===== config.mk =====
export PLATFORM = sky130hd
export DESIGN_NAME = serial_add_ctrl
export DESIGN_NICKNAME = d
export VERILOG_FILES = /design/src/rtl/serial_add_ctrl.sv
export SDC_FILE = /design/constraint.sdc
export NUM_CORES = 1
export LEC_CHECK = 0
export ABC_AREA = 1
export CAP_MARGIN = 20
export CORE_MARGIN = 3
export CORE_UTILIZATION = 55
export DETAILED_ROUTE_END_ITERATION = 8
export PLACE_DENSITY_LB_ADDON = 0.1
export REMOVE_ABC_BUFFERS = 1
export SYNTH_ARGS = -nofsm -noshare
export SYNTH_HDL_FRONTEND = slang
export SYNTH_SLANG_ARGS = --single-unit

===== constraint.sdc =====
create_clock -name clk_i -period 3.25 [get_ports clk_i]
set_input_delay 0.65 -clock clk_i [delete_from_list [all_inputs] [get_ports clk_i]]
set_output_delay 0.65 -clock clk_i [all_outputs]
set_load 0.02 [all_outputs]

===== src/rtl/serial_add_ctrl.sv =====
// serial_add_ctrl: bit-serial add/subtract controller.
// One operand pair is taken over a valid/ready handshake. A single one-bit
// full-adder slice then runs LSB-first for WIDTH cycles, with the carry held
// in a register between cycles. Sum, carry-out and signed overflow are
// returned over a second valid/ready handshake. The result registers keep
// the last completed result until the next one is ready.
module serial_add_ctrl #(
  parameter int WIDTH = 8
) (
  input  logic             clk_i,
  input  logic             rst_ni,
  input  logic             start_valid_i,
  output logic             start_ready_o,
  input  logic [WIDTH-1:0] a_i,
  input  logic [WIDTH-1:0] b_i,
  input  logic             cin_i,
  input  logic             sub_i,
  output logic             res_valid_o,
  input  logic             res_ready_i,
  output logic [WIDTH-1:0] sum_o,
  output logic             cout_o,
  output logic             ovf_o,
  output logic             busy_o
);

  localparam int CW = (WIDTH > 2) ? $clog2(WIDTH) : 1;
  localparam logic [CW-1:0] CNT_LAST = CW'(WIDTH - 1);

  typedef enum logic [1:0] {
    IDLE = 2'd0,
    RUN  = 2'd1,
    DONE = 2'd2
  } state_t;

  state_t           state_q, state_d;
  logic [WIDTH-1:0] a_sh_q, b_sh_q, s_sh_q, sum_q;
  logic             carry_q, cout_q, ovf_q;
  logic [CW-1:0]    cnt_q;

  logic             accept_s, last_s, fs_s, fc_s;
  logic [WIDTH-1:0] s_next_s;

  // Sum bit of a one-bit full adder.
  function automatic logic fa_sum(input logic a, input logic b, input logic c);
    return a ^ b ^ c;
  endfunction

  // Carry bit of a one-bit full adder (majority of the three inputs).
  function automatic logic fa_carry(input logic a, input logic b, input logic c);
    return (a & b) | (a & c) | (b & c);
  endfunction

  assign accept_s = start_valid_i & (state_q == IDLE);
  assign last_s   = (state_q == RUN) && (cnt_q == CNT_LAST);
  assign fs_s     = fa_sum(a_sh_q[0], b_sh_q[0], carry_q);
  assign fc_s     = fa_carry(a_sh_q[0], b_sh_q[0], carry_q);
  assign s_next_s = {fs_s, s_sh_q[WIDTH-1:1]};

  // State register; a low reset forces IDLE, which also aborts any operation in flight.
  always_ff @(posedge clk_i) begin
    if (!rst_ni) begin
      state_q <= IDLE;
    end else begin
      state_q <= state_d;
    end
  end

  // Next-state logic: accept, then WIDTH slice cycles, then hold the result until it is taken.
  always_comb begin
    state_d = state_q;
    case (state_q)
      IDLE: begin
        if (accept_s) state_d = RUN;
        else          state_d = IDLE;
      end
      RUN: begin
        if (last_s) state_d = DONE;
        else        state_d = RUN;
      end
      DONE: begin
        if (res_ready_i) state_d = IDLE;
        else             state_d = DONE;
      end
      default: state_d = IDLE;
    endcase
  end

  // Handshake and status outputs, decoded from the state register only.
  always_comb begin
    start_ready_o = 1'b0;
    res_valid_o   = 1'b0;
    busy_o        = 1'b0;
    case (state_q)
      IDLE: start_ready_o = 1'b1;
      RUN:  busy_o        = 1'b1;
      DONE: begin
        res_valid_o = 1'b1;
        busy_o      = 1'b1;
      end
      default: begin
        start_ready_o = 1'b0;
        res_valid_o   = 1'b0;
        busy_o        = 1'b0;
      end
    endcase
  end

  // Datapath: load operands at accept, shift one bit per RUN cycle, and
  // capture the result on the last slice cycle.
  always_ff @(posedge clk_i) begin
    if (!rst_ni) begin
      a_sh_q  <= '0;
      b_sh_q  <= '0;
      s_sh_q  <= '0;
      sum_q   <= '0;
      carry_q <= 1'b0;
      cout_q  <= 1'b0;
      ovf_q   <= 1'b0;
      cnt_q   <= '0;
    end else if (accept_s) begin
      // Subtraction is A + ~B + 1: the operand is inverted and the carry preset.
      a_sh_q  <= a_i;
      b_sh_q  <= sub_i ? ~b_i : b_i;
      carry_q <= sub_i ? 1'b1 : cin_i;
      cnt_q   <= '0;
    end else if (state_q == RUN) begin
      a_sh_q  <= {1'b0, a_sh_q[WIDTH-1:1]};
      b_sh_q  <= {1'b0, b_sh_q[WIDTH-1:1]};
      s_sh_q  <= s_next_s;
      carry_q <= fc_s;
      if (last_s) begin
        // carry_q still holds the carry into the MSB here.
        sum_q  <= s_next_s;
        cout_q <= fc_s;
        ovf_q  <= carry_q ^ fc_s;
        cnt_q  <= cnt_q;
      end else begin
        cnt_q  <= cnt_q + CW'(1);
      end
    end
  end

  assign sum_o  = sum_q;
  assign cout_o = cout_q;
  assign ovf_o  = ovf_q;

endmodule


# After elaboration in Yosys (flattened, before gate mapping)
# Cells that the tools add are included.
# Widths: inputs -> output; s select.
[op_classes] n_lt_le_gt_ge=0 div=0 mux=15 bitwise=13 n_mul=0 n_reduce_logical=8 eq_ne=3 add_sub_neg=1 shift=0
[ops] op="$mux 8" n=5
[ops] op="$not 8->8" n=1
[ops] op="$mux 1" n=7
[ops] op="$pmux 2 s3" n=1
[ops] op="$and 1x1->1" n=4
[ops] op="$mux 2" n=2
[ops] op="$reduce_and 2->1" n=2
[ops] op="$reduce_or 2->1" n=2
[ops] op="$add 3x1->3 const B" n=1
[ops] op="$eq 3x3->1 const B" n=1
[ops] op="$not 1->1" n=3
[ops] op="$reduce_and 3->1" n=1
[ops] op="$xor 1x1->1" n=3
[ops] op="$eq 2x1->1 const B" n=1
[ops] op="$eq 2x2->1 const B" n=1
[ops] op="$logic_not 2->1" n=1
[ops] op="$or 1x1->1" n=2
[ops] op="$reduce_bool 2->1" n=1
[ops] op="$logic_and 1x1->1" n=1
[totals] romBits=0 latchBits=0 ff_bits=40 ram_bits=0 memories=0 output_inout_bits=13 wordCells=49

# Depth between registers and ports, before layout
[depth] depth_word=5 ltp_mapped=9 depth_no_buf=8

# Worst setup path after synthesis
# No wires, ideal clock.
[synth_timing] path_kind="flip-flop to output port" from="register state_q[0]" to="output busy_o" arrival_time_ns=0.757 setup_slack_ns=1.843 stages_incl_launch_ff=3 cell_sequence="dfxtp_1 -> inv_1 -> ha_1"
[synth_between] elab_chain_cells=3
[synth_rtl] element="from (decl)" line="35" rtl="state_t state_q, state_d;"
[synth_rtl] element="from (signal assigned)" line="64" rtl="state_q <= state_d;"
[synth_rtl] element="$eq 2x1->1 or $eq 2x2->1 (tied branches)" line="93" rtl="case (state_q)"
[synth_rtl] element="$reduce_or 2->1 (no source line) (*)"
[synth_rtl] element="$mux 1 (*)" line="93"
[synth_rtl] element="to (decl)" line="23" rtl="output logic busy_o"
# Every way passes the cells marked *; elsewhere a longest branch is shown, timed or not.

# Final worst setup path
# Ends and elaborated chain as after synthesis.

==> run_results.csv <==
group,metric,value,unit
grt,grt.met2_usage,0.324,
clock_network,cts_sinks,39,
drt,wl_per_cell,10.3,um
sta,rsz0062_at_grt,"false",
sta,period_share,0.712,
grt,grt_overflow,0,
synthesis,async_reset_ff_frac,0,
floorplan,io_pins,35,
floorplan,die_w,63.9,um
power_and_ir_drop,leakagePower,1.01,nW
clock_network,path_clk_slew,0.10,ns
critical_path,start_kind,"register",
drt,viasPerCell,4.88,
placement,gp_congestion,0.733,
sta,worst_pin_slew,0.503,ns
sta,slew_violations,0,
floorplan,num_rows,20,
sta,period_needed,2.31,ns
power_and_ir_drop,p_per_area,417,nW/um^2
synthesis,netlist_area,1840,sq um
synthesis,yosysWarnings,0,
floorplan,die_area,4080,sq um
sta,max-slew-margin-rel,0.665,
sta,setup_violations,0,
sta,fin_skew,0.00467,ns
synthesis,netlist_instances,262,
floorplan,initial_core_util,0.588,
drt,antenna_left,0,
sta,hold_violations,0,
critical_path,path_class,"reg2out",
clock_network,cts_buffer_depth,2,
drt,first_iter_violations,69,
drt,firstDrtPassIters,4,
grt,first_global_vias,1436,
clock_network,numCtsBuffers,5,
grt,grtUsageMet1,0.197,
synthesis,synth_edf_count,0,
clock_network,cts_max_level,2,
power_and_ir_drop,ir_worst_vdd,0.000283,V
synthesis,synth_top_area_cell,"dfxtp_1",
grt,track_usage,0.180,
final_layout,n_fill_cell,265,
grt,met3_usage,0.0457,
sta,finalSetupTns,0,ns
final_layout,multi_input_area,876,sq um
floorplan,die_h,63.9,um
run,maxCapViolCount,0,
synthesis,yosys-top-cells-count,"nand2_1, nor2_1, dfxtp_1",
grt,grt_max_degree,49,
sta,fmax,432,MHz
synthesis,ys_seq_area_frac,0.424,
drt,drc,0,
grt,grt_pass1_wl,5910,um
outcome,status,"completed",
drt,routed_wl,3460,um
synthesis,yosysTopAreaCellShare,0.424,
critical_path,cp_max_fo,3,
critical_path,cp.arrival,1.66,ns
floorplan,coreArea,3130,sq um
clock_network,postCtsSetupBuffers,0,
clock_network,cts_tree,"done",
synthesis,synth.distinct_cells,21,
clock_network,post_cts_resized,0,
drt,vias,1636,
final_layout,layout-drive-gt1-share,0.0481,
synthesis,avgSynthCellArea,7.02,sq um
critical_path,cp_data_required_time,2.60,ns
critical_path,crit_path_end_kind,"output pin",
final_layout,insertedDiodeCount,0,
clock_network,hold_buffers,0,
grt,antenna_found_initial,0,
placement,io_buffers,34,
final_layout,regArea,781,sq um
placement,dpl.hpwl,2410,um
power_and_ir_drop,power.total,0.920,mW
synthesis,ys_ff_latch,39,
clock_network,clk_latency,0.34,ns
final_layout,area_growth,19.8,%
synthesis,synth_ff_type,"dfxtp_1",
grt,busiest_layer,"met2",
clock_network,clockRootBuffer,"clkbuf_4",
final_layout,fin_nets,320,
min_path,min_path_type,"reg2reg",
synthesis,synth_area_leaders,"dfxtp_1, nand2_1, nor2_1",
[area by class of cell]
class | count | area share
flip-flops and latches | 39 | 0.354
clock buffers | 6 | 0.0233
well taps | 44 | 0.0250
repair buffers | 37 | 0.165
inverters | 19 | 0.0335
clock inverters | 1 | 0.00227
multi-input cells | 189 | 0.397
[per-stage QoR]
stage / setup WS, ns / hold WS (ns) / utilization / cell area [sq um] / cells
5_1_grt: 0.874 / 0.503 / 0.705 / 2200 / 335
3_5_place_dp: 1.12 / 0.465 / 0.687 / 2150 / 328
3_3_place_gp: 1.13 / 0.454 / 0.687 / 2150 / 328
2_1_floorplan: 0.910 / 0.443 / - / 1730 / 247
6_report: 0.936 / 0.473 / 0.705 / 2200 / 335
4_1_cts: 0.917 / 0.481 / 0.705 / 2200 / 335
[layer usage]
metal | part of all wire | routed length (um) | vias to the layer above
met5 | 0 | 0 | -
met4 | 0.013 | 44 | 0
met3 | 0.041 | 142 | 5
met2 | 0.48 | 1660 | 28
met1 | 0.47 | 1610 | 719
li1 | - | - | 884
[worst max-delay path, stage by stage (launching register included)]
cell and delay, ns:
dfxtp_1 0.38, inv_1 0.08, ha_1 0.28, clkdlybuf4s50_1 0.60
[state kept, by name, summed over array words and instances (netlist names)]
signal,cells
ovf_o,1
state_q,2
sum_o,8
carry_q,1
cnt_q,3
b_sh_q,8
s_sh_q,7
a_sh_q,8
cout_o,1
[worst paths after layout]
kind	start	to	slack, ns	cells past startpoint
worst max-delay path	state_q[0]$_SDFF_PN0_	busy_o	0.94	3
worst min register to register	cnt_q[1]$_SDFFE_PP0P_	cnt_q[1]$_SDFFE_PP0P_	0.47	2
worst max register to register	state_q[1]$_SDFF_PN0_	cnt_q[2]$_SDFFE_PP0P_	1.52	8
worst min-delay path	cnt_q[1]$_SDFFE_PP0P_	cnt_q[1]$_SDFFE_PP0P_	0.47	2
[logic make-up after synthesis]
| logic type | after synthesis | synth area share |
|---|---|---|
| fa+ha+maj | 7 | 0.0517 |
| xor+xnor | 1 | 0.00476 |
| flops | 39 | 0.424 |
| buf+inv | 34 | 0.0999 |
| compound gates | 35 | 0.0952 |
| simple gates | 146 | 0.324 |
[layout by cell type (no fill, tap or decap)]
cell	instances
nand2_1	56
nor2_1	56
dfxtp_1	39
clkdlybuf4s50_1	34
nand3_1	30
o21ai_0	21
inv_1	17
a21oi_1	12
ha_1	6
clkbuf_4	5
buf_4	3
or2_2	2
o21ai_1	2
inv_4	1
clkinv_1	1
xor2_1	1
nor2_2	1
nor3b_1	1
fa_1	1
clkinv_2	1
clkbuf_8	1
[report_power, final]
| part | switching (mW) | internal [mW] |
|---|---|---|
| sequential | 0.0159 | 0.505 |
| clock | 0.151 | 0.100 |
| combinational | 0.0841 | 0.0646 |
| total | 0.251 | 0.669 |
Note: power is estimated with default switching activity, not from simulation.
